$ cat config.mk
export PLATFORM = sky130hd
export DESIGN_NAME = demux1x2_stream
export DESIGN_NICKNAME = d
export VERILOG_FILES = /design/src/rtl/demux1x2_stream_pkg.sv /design/src/rtl/demux1x2_stream_fifo2.sv /design/src/rtl/demux1x2_stream.sv
export SDC_FILE = /design/constraint.sdc
export NUM_CORES = 1
export LEC_CHECK = 0
export CORE_UTILIZATION = 52
export CTS_CLUSTER_DIAMETER = 50
export DETAILED_ROUTE_END_ITERATION = 7
export GPL_ROUTABILITY_DRIVEN = 0
export PLACE_DENSITY_LB_ADDON = 0.2
export SLEW_MARGIN = 15
export SYNTH_ARGS = -nofsm -noshare
export SYNTH_HDL_FRONTEND = slang
export SYNTH_HIERARCHICAL = 1
export SYNTH_SLANG_ARGS = --single-unit
$ cat constraint.sdc
create_clock -name clk -period 2.95 [get_ports clk]
set_clock_uncertainty 0.15 [all_clocks]
set_input_delay 0.59 -clock clk [delete_from_list [all_inputs] [get_ports clk]]
set_output_delay 0.59 -clock clk [all_outputs]
set_load 0.01 [all_outputs]
$ cat src/rtl/demux1x2_stream_pkg.sv
// Shared constants for the 1-to-2 stream demultiplexer: port encodings,
// default widths and FIFO geometry.
package demux1x2_stream_pkg;

    localparam int unsigned DEFAULT_WIDTH = 16;
    localparam int unsigned DEFAULT_CNT_W = 8;
    localparam int unsigned FIFO_DEPTH    = 2;
    localparam int unsigned OCC_W         = 2;

    typedef enum logic {
        PORT0 = 1'b0,
        PORT1 = 1'b1
    } port_e;

endpackage

$ cat src/rtl/demux1x2_stream_fifo2.sv
// Two-entry FIFO with a registered head word, registered valid/full flags,
// and an occupancy output.
module fifo2
    import demux1x2_stream_pkg::*;
#(
    parameter int unsigned WIDTH = DEFAULT_WIDTH
) (
    input  logic             clk,
    input  logic             rst_n,
    input  logic             push,
    input  logic             pop,
    input  logic [WIDTH-1:0] wdata,
    output logic [WIDTH-1:0] rdata,
    output logic             valid,
    output logic             full,
    output logic [OCC_W-1:0] occ
);

    logic [WIDTH-1:0] mem_q [FIFO_DEPTH];
    logic [WIDTH-1:0] mem_d [FIFO_DEPTH];
    logic             wptr_q;
    logic             wptr_d;
    logic             rptr_q;
    logic             rptr_d;
    logic [OCC_W-1:0] occ_d;
    logic [WIDTH-1:0] head_d;
    logic             push_ok;
    logic             pop_ok;

    // Next state; the head is taken from the post-update storage so the
    // output register always shows the oldest word one cycle after a push.
    always_comb begin
        mem_d   = mem_q;
        wptr_d  = wptr_q;
        rptr_d  = rptr_q;
        occ_d   = occ;
        push_ok = push && !full;
        pop_ok  = pop && valid;

        if (push_ok) begin
            mem_d[wptr_q] = wdata;
            wptr_d        = ~wptr_q;
        end
        if (pop_ok) begin
            rptr_d = ~rptr_q;
        end

        case ({push_ok, pop_ok})
            2'b10:   occ_d = occ + OCC_W'(1);
            2'b01:   occ_d = occ - OCC_W'(1);
            default: occ_d = occ;
        endcase

        head_d = mem_d[rptr_d];
    end

    always_ff @(posedge clk) begin
        if (!rst_n) begin
            mem_q  <= '{default: '0};
            wptr_q <= 1'b0;
            rptr_q <= 1'b0;
            occ    <= '0;
            valid  <= 1'b0;
            full   <= 1'b0;
            rdata  <= '0;
        end else begin
            mem_q  <= mem_d;
            wptr_q <= wptr_d;
            rptr_q <= rptr_d;
            occ    <= occ_d;
            valid  <= (occ_d != '0);
            full   <= (occ_d == OCC_W'(FIFO_DEPTH));
            rdata  <= head_d;
        end
    end

endmodule

$ cat src/rtl/demux1x2_stream.sv
// 1-to-2 stream demultiplexer: steers each input word into one of two
// independent 2-entry FIFOs and counts words delivered per port.
module demux1x2_stream
    import demux1x2_stream_pkg::*;
#(
    parameter int unsigned WIDTH = DEFAULT_WIDTH,
    parameter int unsigned CNT_W = DEFAULT_CNT_W
) (
    input  logic             clk,
    input  logic             rst_n,
    input  logic             in_valid,
    output logic             in_ready,
    input  logic [WIDTH-1:0] in_data,
    input  logic             in_sel,
    output logic             out0_valid,
    input  logic             out0_ready,
    output logic [WIDTH-1:0] out0_data,
    output logic             out1_valid,
    input  logic             out1_ready,
    output logic [WIDTH-1:0] out1_data,
    output logic [CNT_W-1:0] cnt0,
    output logic [CNT_W-1:0] cnt1,
    output logic             full0,
    output logic             full1
);

    logic             push0;
    logic             push1;
    logic             pop0;
    logic             pop1;
    logic [OCC_W-1:0] occ0;
    logic [OCC_W-1:0] occ1;
    logic             sel_full;

    // Back-pressure only from the selected port, so a full port never
    // stalls traffic aimed at the other one.
    always_comb begin
        sel_full = (in_sel == PORT1) ? (occ1 == OCC_W'(FIFO_DEPTH))
                                     : (occ0 == OCC_W'(FIFO_DEPTH));
        in_ready = !sel_full;
        push0    = in_valid && in_ready && (in_sel == PORT0);
        push1    = in_valid && in_ready && (in_sel == PORT1);
        pop0     = out0_valid && out0_ready;
        pop1     = out1_valid && out1_ready;
    end

    fifo2 #(.WIDTH(WIDTH)) u_fifo0 (
        .clk   (clk),
        .rst_n (rst_n),
        .push  (push0),
        .pop   (pop0),
        .wdata (in_data),
        .rdata (out0_data),
        .valid (out0_valid),
        .full  (full0),
        .occ   (occ0)
    );

    fifo2 #(.WIDTH(WIDTH)) u_fifo1 (
        .clk   (clk),
        .rst_n (rst_n),
        .push  (push1),
        .pop   (pop1),
        .wdata (in_data),
        .rdata (out1_data),
        .valid (out1_valid),
        .full  (full1),
        .occ   (occ1)
    );

    // Delivered-word counters, wrapping silently.
    always_ff @(posedge clk) begin
        if (!rst_n) begin
            cnt0 <= '0;
            cnt1 <= '0;
        end else begin
            if (pop0) begin
                cnt0 <= cnt0 + CNT_W'(1);
            end
            if (pop1) begin
                cnt1 <= cnt1 + CNT_W'(1);
            end
        end
    end

endmodule
==> flow_summary.yaml <==
setup_path:
  worstSetupStartpointType: "input pin"
  arrival_ns: 1.96
  cp_num_cells: 4
  crit_chain: "clkdlybuf4s50_1, nor2_1, a32oi_1, clkdlybuf4s50_1"
  crit_end: "in_ready"
  crit_buf_inv: 2
  startpoint: "in_sel"
  r2r_start: "u_fifo1/occ[0]"
  cpMostUsedCell: "clkdlybuf4s50_1"
  cp_slowest_stage_delay_ns: 0.60
  r2r_slack_ns: 0.66
  worstPathMaxFanout: 4
  reg2reg_depth: 8
  r2r_end: "u_fifo0/full"
  crit_slowest_cell: "clkdlybuf4s50_1"
  endpoint_kind: "primary output"
  crit_required_ns: 2.21
  critPathKind: "input pin to primary output"
  crit_family: "buffers and inverters"
power_and_ir_drop:
  clock_power_share_pct: 47.0
  pwr-share-comb_pct: 9.3
  p_leak_nw: 2.40
  p_switching_mw: 0.949
  p_int_mw: 3.16
  seqPwrFrac_pct: 43.8
  powerDensity_nw_per_um2: 705
  ir_drop_mv: 0.493
  p_sw_share_pct: 23.1
  total_power_mw: 4.11
routing:
  wl_met1_um: 4250
  dr_wl_met3_um: 434
  met2_length_um: 4660
  dr.first_iter.drc_count: 172
  drc: 0
  vias: 3327
  antenna_left: 0
  drt_wl_total_um: 9480
  wl_per_cell_um: 15.2
  drt_first_pass_iters: 4
  highest_layer: "met4"
  viasPerCell: 5.33
clocking:
  htreeDepth: 4
  clkLatencyLatePin_ns: 0.50
  cts_tree: "done"
  post_cts_buffers: 0
  postCtsResizedCells: 0
  clockBufferDepth: 2
  clkTransAtPathRegs_ns: 0.06
  clock_sinks: 124
  hold_buffers: 0
  clockRootBuffer: "clkbuf_8"
  cts_made_buffers: 17
placed_design:
  pre_cts_slack_ns: 0.0370
  place_area_um2: 5280
  io_buffers: 74
  dpl.hpwl_um: 5710
  dp.cells: 592
logic_synthesis:
  syn_area_per_cell_um2: 10.4
  synth_cells: 423
  synth_ff_type: "dfxtp_1"
  synth_fp_nets: 449
  synth-warning-count: 6
  synth-edff-count: 0
  yosysUniqueCellTypes: 33
  ys_seq_area_share_pct: 56.2
  ys_seq_elements: 124
  syn_area_um2: 4410
  synthArstFlopShare_pct: 0
floorplan:
  placementRows: 33
  core_area_um2: 8220
  initial_utilization_pct: 53.7
  io_pins: 75
  fp.dieH_um: 94.1
  dieArea_um2: 8860
  die_w_um: 94.1
outcome:
  status: "completed"
sta:
  finalWorstSetupSlack_ns: 0.254
  worst_pin_slew_ns: 0.695
  slew_viol_final: 0
  period_minus_slack_ns: 2.70
  final.setup.tns_ns: 0
  setup_viol_count_final: 0
  rsz0062_at_grt: "no"
  final_hold_viol_count: 0
  max_freq_ghz: 0.371
  finalCritPeriodShare_pct: 91.4
  finalHoldWorstSlack_ns: 0.338
  max_slew_margin_pct: 53.7
global_routing:
  grt_start_max_net_pins: 37
  grt_pass1_vias: 3244
  grtUsageTotal_pct: 23.8
  grt-ovfl-total: 0
  grt_pass1_wl_um: 15700
  antenna_found_initial: 0
layout:
  fin_area_um2: 5840
  final_core_util_pct: 71.0
  area_delta_synth_final_pct: 32.2
  nets: 532
  antennaDiodeCount: 0
  final_cell_mix: "124 x dfxtp_1, 74 x clkdlybuf4s50_1, 73 x nor2_1"
  drive_gt1_share_pct: 9.44
  fin_cells: 624
  n_fill_cell: 628
  final_common_cell: "dfxtp_1"
flow_run:
  max_cap_violations: 0
hold_path:
  min_path_type: "register to register"
## Yosys cell counts (3+ instances only)
library cell,instances,area (µm²)
a21oi_1,14,70.1
xor2_1,4,35.0
nand3_1,6,30.0
nand4_1,3,18.8
clkbuf_1,7,26.3
o22ai_1,32,200
ha_1,4,50.1
nor3b_1,4,30.0
mux2i_1,64,641
and3b_1,3,26.3
inv_1,8,30.0
o21ai_1,4,20.0
and2_1,4,25.0
buf_2,8,40.0
nor2_1,73,274
nand2_1,6,22.5
dfxtp_1,124,2480
buf_6,4,45.0
inv_2,4,15.0
xnor2_1,8,70.1
o21ai_0,8,40.0
a211oi_1,4,30.0
or3_1,10,62.6
## area by class of cell
class	count	area [µm²]	area share [%]
clock buffer	21	439	7.53
tap	105	131	2.25
sequential	124	2480	42.5
clock inverter	11	119	2.04
inverter	12	45.0	0.772
multi-input combinational	266	1770	30.3
timing repair buffer	85	848	14.5
## state kept, by name, summed over array words and instances (netlist names), 2 cells and up
| register | cells |
|---|---|
| u_fifo0/rdata | 16 |
| u_fifo0/mem_q | 32 |
| cnt1 | 8 |
| cnt0 | 8 |
| u_fifo1/mem_q | 32 |
| u_fifo1/occ | 2 |
| u_fifo1/rdata | 16 |
| u_fifo0/occ | 2 |
## tightest hold or removal path, cell delays in order, from the launching register on
cell,delay (ns)
dfxtp_1,0.32
o31ai_1,0.06
a21oi_1,0.06
## routing by layer
layer	vias up	track usage (%)
met2	84	40.3
li1	1648	-
met4	0	10.3
met3	10	7.04
met1	1585	27.7
met5	-	0
## cell families after synthesis
family	synth area share, %
AND/OR/NAND/NOR	12.8
multiplexers	14.5
flip-flops	56.2
buffers and inverters	3.88
AO/OA/AOI/OAI	9.04
XOR/XNOR	2.38
adder cells (fa/ha/maj)	1.13
## power by group through the flow
stage,Combinational [mW],Sequential [mW],Clock (mW)
floorplan,0.202,1.84,0
global placement,0.368,1.83,0
detailed placement,0.377,1.83,0
CTS,0.382,1.80,1.96
global route,0.415,1.81,2.03
finish,0.381,1.80,1.93
## worst min-delay path by stage
stage,from,end,depth (start not counted)
CTS,cnt1[7],cnt1[7],2
global placement,cnt1[7],cnt1[7],2
detailed placement,u_fifo0/mem_q[24],u_fifo0/mem_q[24],2
global route,u_fifo1/mem_q[4],u_fifo1/mem_q[4],2
finish,cnt1[7],cnt1[7],2
floorplan,u_fifo0/mem_q[23],u_fifo0/mem_q[23],2
Note: power is estimated with default switching activity, not from simulation.
